## config.mk

```make
export PLATFORM = sky130hd
export DESIGN_NAME = multicycle_controller
export DESIGN_NICKNAME = d
export VERILOG_FILES = /design/src/rtl/multicycle_controller_pkg.sv /design/src/rtl/instr_class_dec.sv /design/src/rtl/multicycle_controller.sv
export SDC_FILE = /design/constraint.sdc
export NUM_CORES = 1
export LEC_CHECK = 0
export CAP_MARGIN = 40
export CORE_MARGIN = 2
export CORE_UTILIZATION = 50
export CTS_BUF_LIST = sky130_fd_sc_hd__clkbuf_8
export DETAILED_ROUTE_END_ITERATION = 7
export PLACE_DENSITY_LB_ADDON = 0.25
export SLEW_MARGIN = 20
export SYNTH_ARGS = -nofsm -noshare
export SYNTH_HDL_FRONTEND = slang
export SYNTH_SLANG_ARGS = --single-unit
```

## constraint.sdc

```tcl
create_clock -name clk -period 2 [get_ports clk]
set_input_delay 0.2 -clock clk [delete_from_list [all_inputs] [get_ports clk]]
set_output_delay 0.2 -clock clk [all_outputs]
set_load 0.01 [all_outputs]
```

## src/rtl/multicycle_controller_pkg.sv

```systemverilog
// Shared encodings for the MIPS-subset multicycle controller: opcodes, functs, FSM states,
// datapath select values and the one-hot instruction class.
package multicycle_controller_pkg;

    localparam logic [5:0] OpRtype = 6'h00;
    localparam logic [5:0] OpOri   = 6'h0D;
    localparam logic [5:0] OpLw    = 6'h23;
    localparam logic [5:0] OpSw    = 6'h2B;
    localparam logic [5:0] OpBeq   = 6'h04;
    localparam logic [5:0] OpLui   = 6'h0F;
    localparam logic [5:0] OpJal   = 6'h03;

    localparam logic [5:0] FnAddu  = 6'h21;
    localparam logic [5:0] FnSubu  = 6'h23;
    localparam logic [5:0] FnJr    = 6'h08;

    localparam logic [2:0] StFetch  = 3'd0;
    localparam logic [2:0] StDecode = 3'd1;
    localparam logic [2:0] StExec   = 3'd2;
    localparam logic [2:0] StMem    = 3'd3;
    localparam logic [2:0] StWb     = 3'd4;

    localparam logic [1:0] A3Rd     = 2'd0;
    localparam logic [1:0] A3Rt     = 2'd1;
    localparam logic [1:0] A3Ra     = 2'd2;

    localparam logic [1:0] WdAlu    = 2'd0;
    localparam logic [1:0] WdDm     = 2'd1;
    localparam logic [1:0] WdExt    = 2'd2;
    localparam logic [1:0] WdPc4    = 2'd3;

    localparam logic [1:0] AluAdd   = 2'd0;
    localparam logic [1:0] AluSub   = 2'd1;
    localparam logic [1:0] AluOr    = 2'd2;

    localparam logic [1:0] ExtZero  = 2'd0;
    localparam logic [1:0] ExtSign  = 2'd1;
    localparam logic [1:0] ExtLui   = 2'd2;

    typedef struct packed {
        logic addu;
        logic subu;
        logic ori;
        logic lw;
        logic sw;
        logic beq;
        logic lui;
        logic jal;
        logic jr;
    } instr_class_t;

endpackage

```

## src/rtl/instr_class_dec.sv

```systemverilog
// Combinational opcode/funct decoder producing a one-hot instruction class;
// anything outside the supported subset is reported as illegal.
module instr_class_dec
    import multicycle_controller_pkg::*;
(
    input  logic [5:0]   opcode,
    input  logic [5:0]   funct,
    output instr_class_t cls,
    output logic         illegal
);

    always_comb begin
        cls = '0;
        case (opcode)
            OpRtype: begin
                case (funct)
                    FnAddu:  cls.addu = 1'b1;
                    FnSubu:  cls.subu = 1'b1;
                    FnJr:    cls.jr   = 1'b1;
                    default: ;
                endcase
            end
            OpOri:   cls.ori = 1'b1;
            OpLw:    cls.lw  = 1'b1;
            OpSw:    cls.sw  = 1'b1;
            OpBeq:   cls.beq = 1'b1;
            OpLui:   cls.lui = 1'b1;
            OpJal:   cls.jal = 1'b1;
            default: ;
        endcase
        illegal = (cls == '0);
    end

endmodule

```

## src/rtl/multicycle_controller.sv

```systemverilog
// Multicycle FETCH/DECODE/EXEC/MEM/WB sequencer driving the shared-ALU MIPS-subset datapath,
// with a sticky illegal-encoding flag and a retired-instruction counter.
module multicycle_controller
    import multicycle_controller_pkg::*;
#(
    parameter int unsigned MEM_LAT = 1,
    parameter int unsigned CNT_W   = 32
) (
    input  logic             clk,
    input  logic             reset_n,
    input  logic [5:0]       opcode,
    input  logic [5:0]       funct,
    input  logic             zero,
    output logic             PC_WE,
    output logic             IR_WE,
    output logic             isbeq,
    output logic             isjal,
    output logic             isjr,
    output logic [1:0]       GRF_A3_MUX,
    output logic [1:0]       GRF_WD_MUX,
    output logic             GRF_WE,
    output logic             ALU_B_MUX,
    output logic [1:0]       ALUOp,
    output logic             DM_WE,
    output logic [1:0]       EXTOp,
    output logic [2:0]       state,
    output logic             illegal,
    output logic [CNT_W-1:0] retired
);

    localparam int unsigned WaitW = (MEM_LAT > 1) ? $clog2(MEM_LAT) : 1;

    logic [2:0]       state_q, state_d;
    logic [WaitW-1:0] wait_q, wait_d;
    logic             illegal_q, illegal_d;
    logic [CNT_W-1:0] retired_q, retired_d;
    instr_class_t     cls;
    logic             cls_illegal;
    logic             mem_last, complete;
    logic             pc_we, ir_we, grf_we, dm_we;

    instr_class_dec u_dec (
        .opcode  (opcode),
        .funct   (funct),
        .cls     (cls),
        .illegal (cls_illegal)
    );

    assign mem_last = (wait_q == WaitW'(MEM_LAT - 1));

    always_comb begin
        state_d    = StFetch;
        wait_d     = '0;
        illegal_d  = illegal_q;
        complete   = 1'b0;
        pc_we      = 1'b0;
        ir_we      = 1'b0;
        grf_we     = 1'b0;
        dm_we      = 1'b0;
        isbeq      = 1'b0;
        isjal      = 1'b0;
        isjr       = 1'b0;
        GRF_A3_MUX = A3Rd;
        GRF_WD_MUX = WdAlu;
        ALU_B_MUX  = 1'b0;
        ALUOp      = AluAdd;
        EXTOp      = ExtZero;

        // ALU/EXT selects stay stable from EXEC through MEM and WB
        if (state_q == StExec || state_q == StMem || state_q == StWb) begin
            if (cls.subu) ALUOp = AluSub;
            if (cls.ori) begin
                ALU_B_MUX = 1'b1;
                ALUOp     = AluOr;
            end
            if (cls.lui) EXTOp = ExtLui;
            if (cls.lw || cls.sw) begin
                ALU_B_MUX = 1'b1;
                EXTOp     = ExtSign;
            end
        end

        case (state_q)
            StFetch: begin
                ir_we   = 1'b1;
                pc_we   = 1'b1;
                state_d = StDecode;
            end
            StDecode: begin
                if (cls.jal) begin
                    pc_we      = 1'b1;
                    isjal      = 1'b1;
                    grf_we     = 1'b1;
                    GRF_A3_MUX = A3Ra;
                    GRF_WD_MUX = WdPc4;
                    complete   = 1'b1;
                end else if (cls.jr) begin
                    pc_we    = 1'b1;
                    isjr     = 1'b1;
                    complete = 1'b1;
                end else if (cls_illegal) begin
                    illegal_d = 1'b1;
                end else begin
                    state_d = StExec;
                end
            end
            StExec: begin
                if (cls.beq) begin
                    ALUOp    = AluSub;
                    isbeq    = 1'b1;
                    pc_we    = zero;
                    complete = 1'b1;
                end else if (cls.lw || cls.sw) begin
                    state_d = StMem;
                end else if (cls.addu || cls.subu || cls.ori || cls.lui) begin
                    state_d = StWb;
                end
            end
            StMem: begin
                if (!mem_last) begin
                    state_d = StMem;
                    wait_d  = wait_q + WaitW'(1);
                end else if (cls.lw) begin
                    state_d = StWb;
                end else if (cls.sw) begin
                    dm_we    = 1'b1;
                    complete = 1'b1;
                end
            end
            StWb: begin
                grf_we   = 1'b1;
                complete = 1'b1;
                if (cls.ori || cls.lw || cls.lui) GRF_A3_MUX = A3Rt;
                if (cls.lw)  GRF_WD_MUX = WdDm;
                if (cls.lui) GRF_WD_MUX = WdExt;
            end
            default: state_d = StFetch;
        endcase

        retired_d = complete ? retired_q + CNT_W'(1) : retired_q;
    end

    assign PC_WE   = pc_we  & reset_n;
    assign IR_WE   = ir_we  & reset_n;
    assign GRF_WE  = grf_we & reset_n;
    assign DM_WE   = dm_we  & reset_n;
    assign state   = state_q;
    assign illegal = illegal_q;
    assign retired = retired_q;

    always_ff @(posedge clk) begin
        if (!reset_n) begin
            state_q   <= StFetch;
            wait_q    <= '0;
            illegal_q <= 1'b0;
            retired_q <= '0;
        end else begin
            state_q   <= state_d;
            wait_q    <= wait_d;
            illegal_q <= illegal_d;
            retired_q <= retired_d;
        end
    end

endmodule
```

# After elaboration in Yosys (flattened, before gate mapping)
# Index checks and enable logic that the tools add are counted.
# totals
reg_bits	37
latch_bits	0
ramBits	0
romBits	0
out_inout_bits	52
word_cells	93
n_memories	0
# op_classes
add_sub_neg	2
multipliers	0
n_div	0
n_lt_le_gt_ge	0
eq_ne	13
shifts	0
n_mux	55
bitwise_logic	6
reduce_logical	13
# ops
cell	n
32-bit by 1-bit adder with 32-bit output, second input constant	1
1-bit 2-to-1 mux	30
2-bit 2-to-1 mux	14
6-bit == test, second input constant	4
6-bit by 4-bit == test with 1-bit output, second input constant	3
3-bit 2-to-1 mux	5
3-bit case mux with 4 select lines	1
9-bit logical NOT	1
1-bit logical OR	8
2-bit case mux with 2 select lines	2
3-bit by 2-bit == test with 1-bit output, second input constant	2
6-bit by 2-bit == test with 1-bit output, second input constant	1
6-bit by 3-bit == test with 1-bit output, second input constant	1
6-bit logical NOT	1
1-bit bitwise AND	4
1-bit case mux with 4 select lines	1
4-bit AND reduction	1
3-bit by 1-bit == test with 1-bit output, second input constant	1
3-bit == test, second input constant	1
3-bit logical NOT	1
1-bit case mux with 3 select lines	1
3-bit AND reduction	1
1-bit inverter	2
1-bit case mux with 2 select lines	1
1-bit adder, second input constant	1

# Logic depth before layout (Yosys ltp)
# depth
word_depth	10
mapped_depth	7
ltp_nobuf	6

# Cells and area by module
# Synthesis repeated with hierarchy kept, for this count alone.
# unflattened
hier_cells	288
area_unflattened_um2	2219.6
# modules_own_cells
module	n_inst	cells_each	area_each_um2	seq_area_each_um2
multicycle_controller	1	261	2055.7	740.7
instr_class_dec	1	27	163.9	0.0

# Worst setup path before layout
# OpenSTA, ideal clock, no wires.
# synth_timing
kind	reg-to-reg
start	register state_q[1], in the netlist state[1]
end	register retired_q[9], in the netlist retired[9]
setup_ns	0.072
arrival_time_ns	1.842
slack_ns	0.086
path_stages_with_launch	6
path_buffers	0
path_cell_list	dfxtp_1 -> nor2b_1 -> nand4b_1 -> a2bb2oi_1 -> a21oi_1 -> mux2i_1
# synth_via
elab_chain_len	2
elab_cells_between_ends	5
cone_classes	4 x eq/ne; 1 x mux
# synth_rtl
item	line_no	rtl
start: declaration	multicycle_controller.sv:33	logic [2:0] state_q, state_d;
start signal: assignment	multicycle_controller.sv:153	state_q <= StFetch;
start signal: assignment	multicycle_controller.sv:158	state_q <= state_d;
3-bit == test, or another cell as far along	multicycle_controller.sv:83	case (state_q)
1-bit case mux with 4 select lines (*)	multicycle_controller.sv:83	
end signal: assignment	multicycle_controller.sv:161	retired_q <= retired_d;
end: declaration	multicycle_controller.sv:36	logic [CNT_W-1:0] retired_q, retired_d;
# Every way passes the cells marked *; elsewhere a longest branch is shown, timed or not.
# A chain may end at the register's enable or synchronous reset.

# Worst setup path in the final report
# layout_timing
start	register state_q[0], in the netlist state[0]
end	output PC_WE
# layout_via
elab_chain_len	3
elab_cells_between_ends	5
cone_classes	2 x eq/ne; 1 x mux; 1 x bitwise; 1 x reduce/logical
# layout_rtl
item	line_no	rtl
3-bit by 2-bit == test with 1-bit output, or another cell as far along	multicycle_controller.sv:83	
1-bit case mux with 3 select lines (*)	multicycle_controller.sv:83	
1-bit bitwise AND (*)	multicycle_controller.sv:143	assign PC_WE = pc_we & reset_n;
end: declaration	multicycle_controller.sv:14	output logic PC_WE,
# Marks and branches as above.

==> impl_summary.md <==
Run status
The checks that failed: negative setup slack. The flow ran to the end, but the final reports show violations.

GRT
The peak-usage layer in the global routing report is met2. In the global route stage, overall resource usage came out at 0.280. For this run, global-route usage on met3 was measured as 0.0645. The wire length of the first global-routing pass is 11800 microns. The met2 layer usage reported by global route is 0.460.

The initial antenna violation count is 0. The via count of the first global-routing pass is 2457. The pin count of the biggest net entering global routing is 35. Summed over all layers, the global routing overflow is 0. The met1 capacity usage during global routing is 0.353.

STA
The worst setup slack after layout is -0.0298 ns. The maximum clock skew at final layout is 0.00762 ns. The final critical-path share of the clock period is 1.01. The maximum clock frequency is between 400 and 500 MHz. After routing, the total negative slack on setup checks comes to -0.0832 ns. The count of final max-slew check failures is 0. Setup repair after global routing could not meet its margin everywhere. The routed design could run at a clock period as short as 2.03 ns. Setup violations remaining at the end of the flow were counted as 5.

The final hold violation count is 0.

Yosys
The number of nets handed over by synthesis was 319. The post-synthesis sequential area ratio is 0.304. The most used flip-flop cell after synthesis is dfxtp_1. Counting flops with a built-in enable in the synthesized netlist gives 0.

The count of yosys warnings during synthesis is 0. Counting flops and latches in the post-synthesis netlist gives 37. The instance count of the mapped netlist is 303. The netlist area before placement is 0.00244 sq mm. In this run the mean area of a mapped cell was 8.04 sq um. After synthesis, the share of flip-flops with an asynchronous set or reset is 0. The number of distinct library cells after synthesis is 52.

Placed design
Detailed placement ended at an HPWL of 4820 microns. Including well taps, the total number of placed cells is 462. The number of buffers inserted by port buffering is 66. The pre-CTS worst setup slack is -0.597 ns. The placer's final routability congestion estimate is approximately 0.88.

Detailed routing
In the final routed layout, each cell accounts on average for 16.7 microns. For this block, the via count after detailed routing is 2834. The post-detailed-routing wire length is 8160 microns. The first TritonRoute pass finished after 4 iterations. The detailed-route vias per instance is a little under 6.

Once detail routing completed, the nets flagged for antenna violations numbered 0. After detailed routing, the number of remaining DRC violations is 0. The detailed router finished its first iteration with 296 violations.

Critical path
In this run the critical register-to-register path is launched from retired[0]. Of all nets on the critical path, the largest fanout is 3. The required time of the worst setup path is 1.80 ns. The worst setup path is launched from a flop.

The worst reg-to-reg setup slack is -0.01 ns. The critical register-to-register path endpoint is retired[15]. The worst setup path is captured at a primary output. STA puts the critical path data arrival time at 1.83 ns. The end of the critical path is PC_WE. The critical path class is reg2out. The start point of the critical path is state[0]. The number of cell instances on the worst register-to-register path is 6.

Final layout
The count of nets after finishing is 435. The number of antenna cells inserted is 0. Once layout is complete, the utilization of the core stands at 0.815. The filler cell count is 292. In the layout the commonest cells are nand2_1, buf_4, clkdlybuf4s50_1. Of the cells placed in the final design, the portion with a size suffix greater than 1 is 0.293. The area of the multi-input gates is 0.00180 sq mm. The number of standard cells in the final layout excluding fillers is 487.

From synthesis to final layout, the design area changed by 58.0%. The area of all sequential standard cells is 743 sq um. Leaving out fill and tap cells, the most frequent cell in the layout is nand2_1.

Clock network
The root buffer cell chosen for the clock tree is clkbuf_8. The number of hold buffers added after cts is 0. TritonCTS built the clock tree. The source-to-sink clock delay at the later pin of the worst-skew pair is 0.30 ns.

The clock sink count is 37. The total clock buffers created by CTS is 5. The clock transition time at the flip-flop clock pins of the worst setup and hold paths is 0.07 ns. The clock passes through at most 2 buffers. The number of H-tree levels is 2.

Min path
The class of the tightest hold or removal check is in2reg. In this run the most critical hold path is launched from reset_n.

Floorplan
For this configuration, the core starts out at a cell density of 0.516. The chip width is 73.8 microns. The die boundary height is 73.8 microns. The die covers 0.00545 sq mm. The region available for standard cell placement spans about 0.0047 sq mm. The top-level port count is 67. After floorplanning, the core was divided into 25 placement rows.

Power
The worst-case vdd ir drop is 0.000322 V. The static power due to leakage is 0.00148 uW. The cell area power density is 415 mW/mm^2. Power comes to 1600 uW.

Flow run
The count of maximum capacitance violations is 0.
==> critical path: stages (launching register included) <==
cell     delay [ns]
dfxtp_2        0.35
buf_6          0.10
or3b_4         0.41
nor2_4         0.17
nand2_1        0.09
a21o_1         0.17
a21oi_1        0.11
buf_2          0.14
==> per-stage QoR <==
step	hold WS, ns	cell area (sq um)
global route	0.304	3850
detailed placement	0.471	3430
finish	0.277	3850
floorplan	0.355	2440
CTS	0.255	3710
global placement	0.457	3430
==> sequential cells by signal, indices dropped and copies added (netlist names) <==
| name | flops |
|---|---|
| retired | 32 |
| illegal | 1 |
| state | 3 |
| wait_q | 1 |
==> where the power goes <==
group | switching, uW | total, uW | leakage, uW | internal (uW)
clock network | 284 | 654 | 0.0000595 | 369
logic | 103 | 198 | 0.00112 | 95.4
registers | 3.81 | 745 | 0.000300 | 741
total | 391 | 1600 | 0.00148 | 1210
==> final cells by class <==
class	count	share of cell area
clock buffer	5	0.0179
sequential	37	0.193
tap	67	0.0218
clock inverter	3	0.0111
inverter	6	0.00585
timing repair buffer	123	0.283
multi-input combinational	246	0.467
==> Yosys cell counts (4+ instances only) <==
cell type	count	area, sq um
a211oi_2	4	50.1
a21oi_1	27	135
and3_1	9	56.3
clkbuf_1	10	37.5
dfxtp_1	37	741
inv_1	6	22.5
mux2i_1	29	290
nand2_1	52	195
nand2b_1	31	194
nand3_1	11	55.1
nand4_1	13	81.3
nor2_1	11	41.3
nor3_1	8	40.0
o21ai_0	4	20.0
==> routing by layer <==
layer | part of all wire | vias up
li1 | - | 1322
met1 | 0.40 | 1349
met2 | 0.51 | 144
met3 | 0.075 | 19
met4 | 0.022 | 0
met5 | 0 | -
==> cell families after synthesis <==
kind of cell               count (synthesis)  synth area share
and+or+nand+nor                          161             0.366
AOI/OAI and AO/OA                         53             0.166
DFF                                       37             0.304
muxes                                     29             0.119
buffers and inverters                     21            0.0380
adders and majority gates                  1           0.00514
other                                      1           0.00154
==> timing repair <==
action | CTS | global route
gates cloned | 1 | 0
pin swaps | 19 | 13
setup endpoints to repair | 38 | 42
gates resized for setup | 79 | 40
buffers inserted | 10 | 6
==> worst min path at each step <==
stage,end,slack (ns),cells after the start
final,state[1],0.28,3
after global routing,state[1],0.30,3
after global placement,retired[31],0.46,2
after floorplan,retired[26],0.36,2
after detailed placement,retired[18],0.47,2
after CTS,state[1],0.25,3
(Power assumes the default switching activity.)
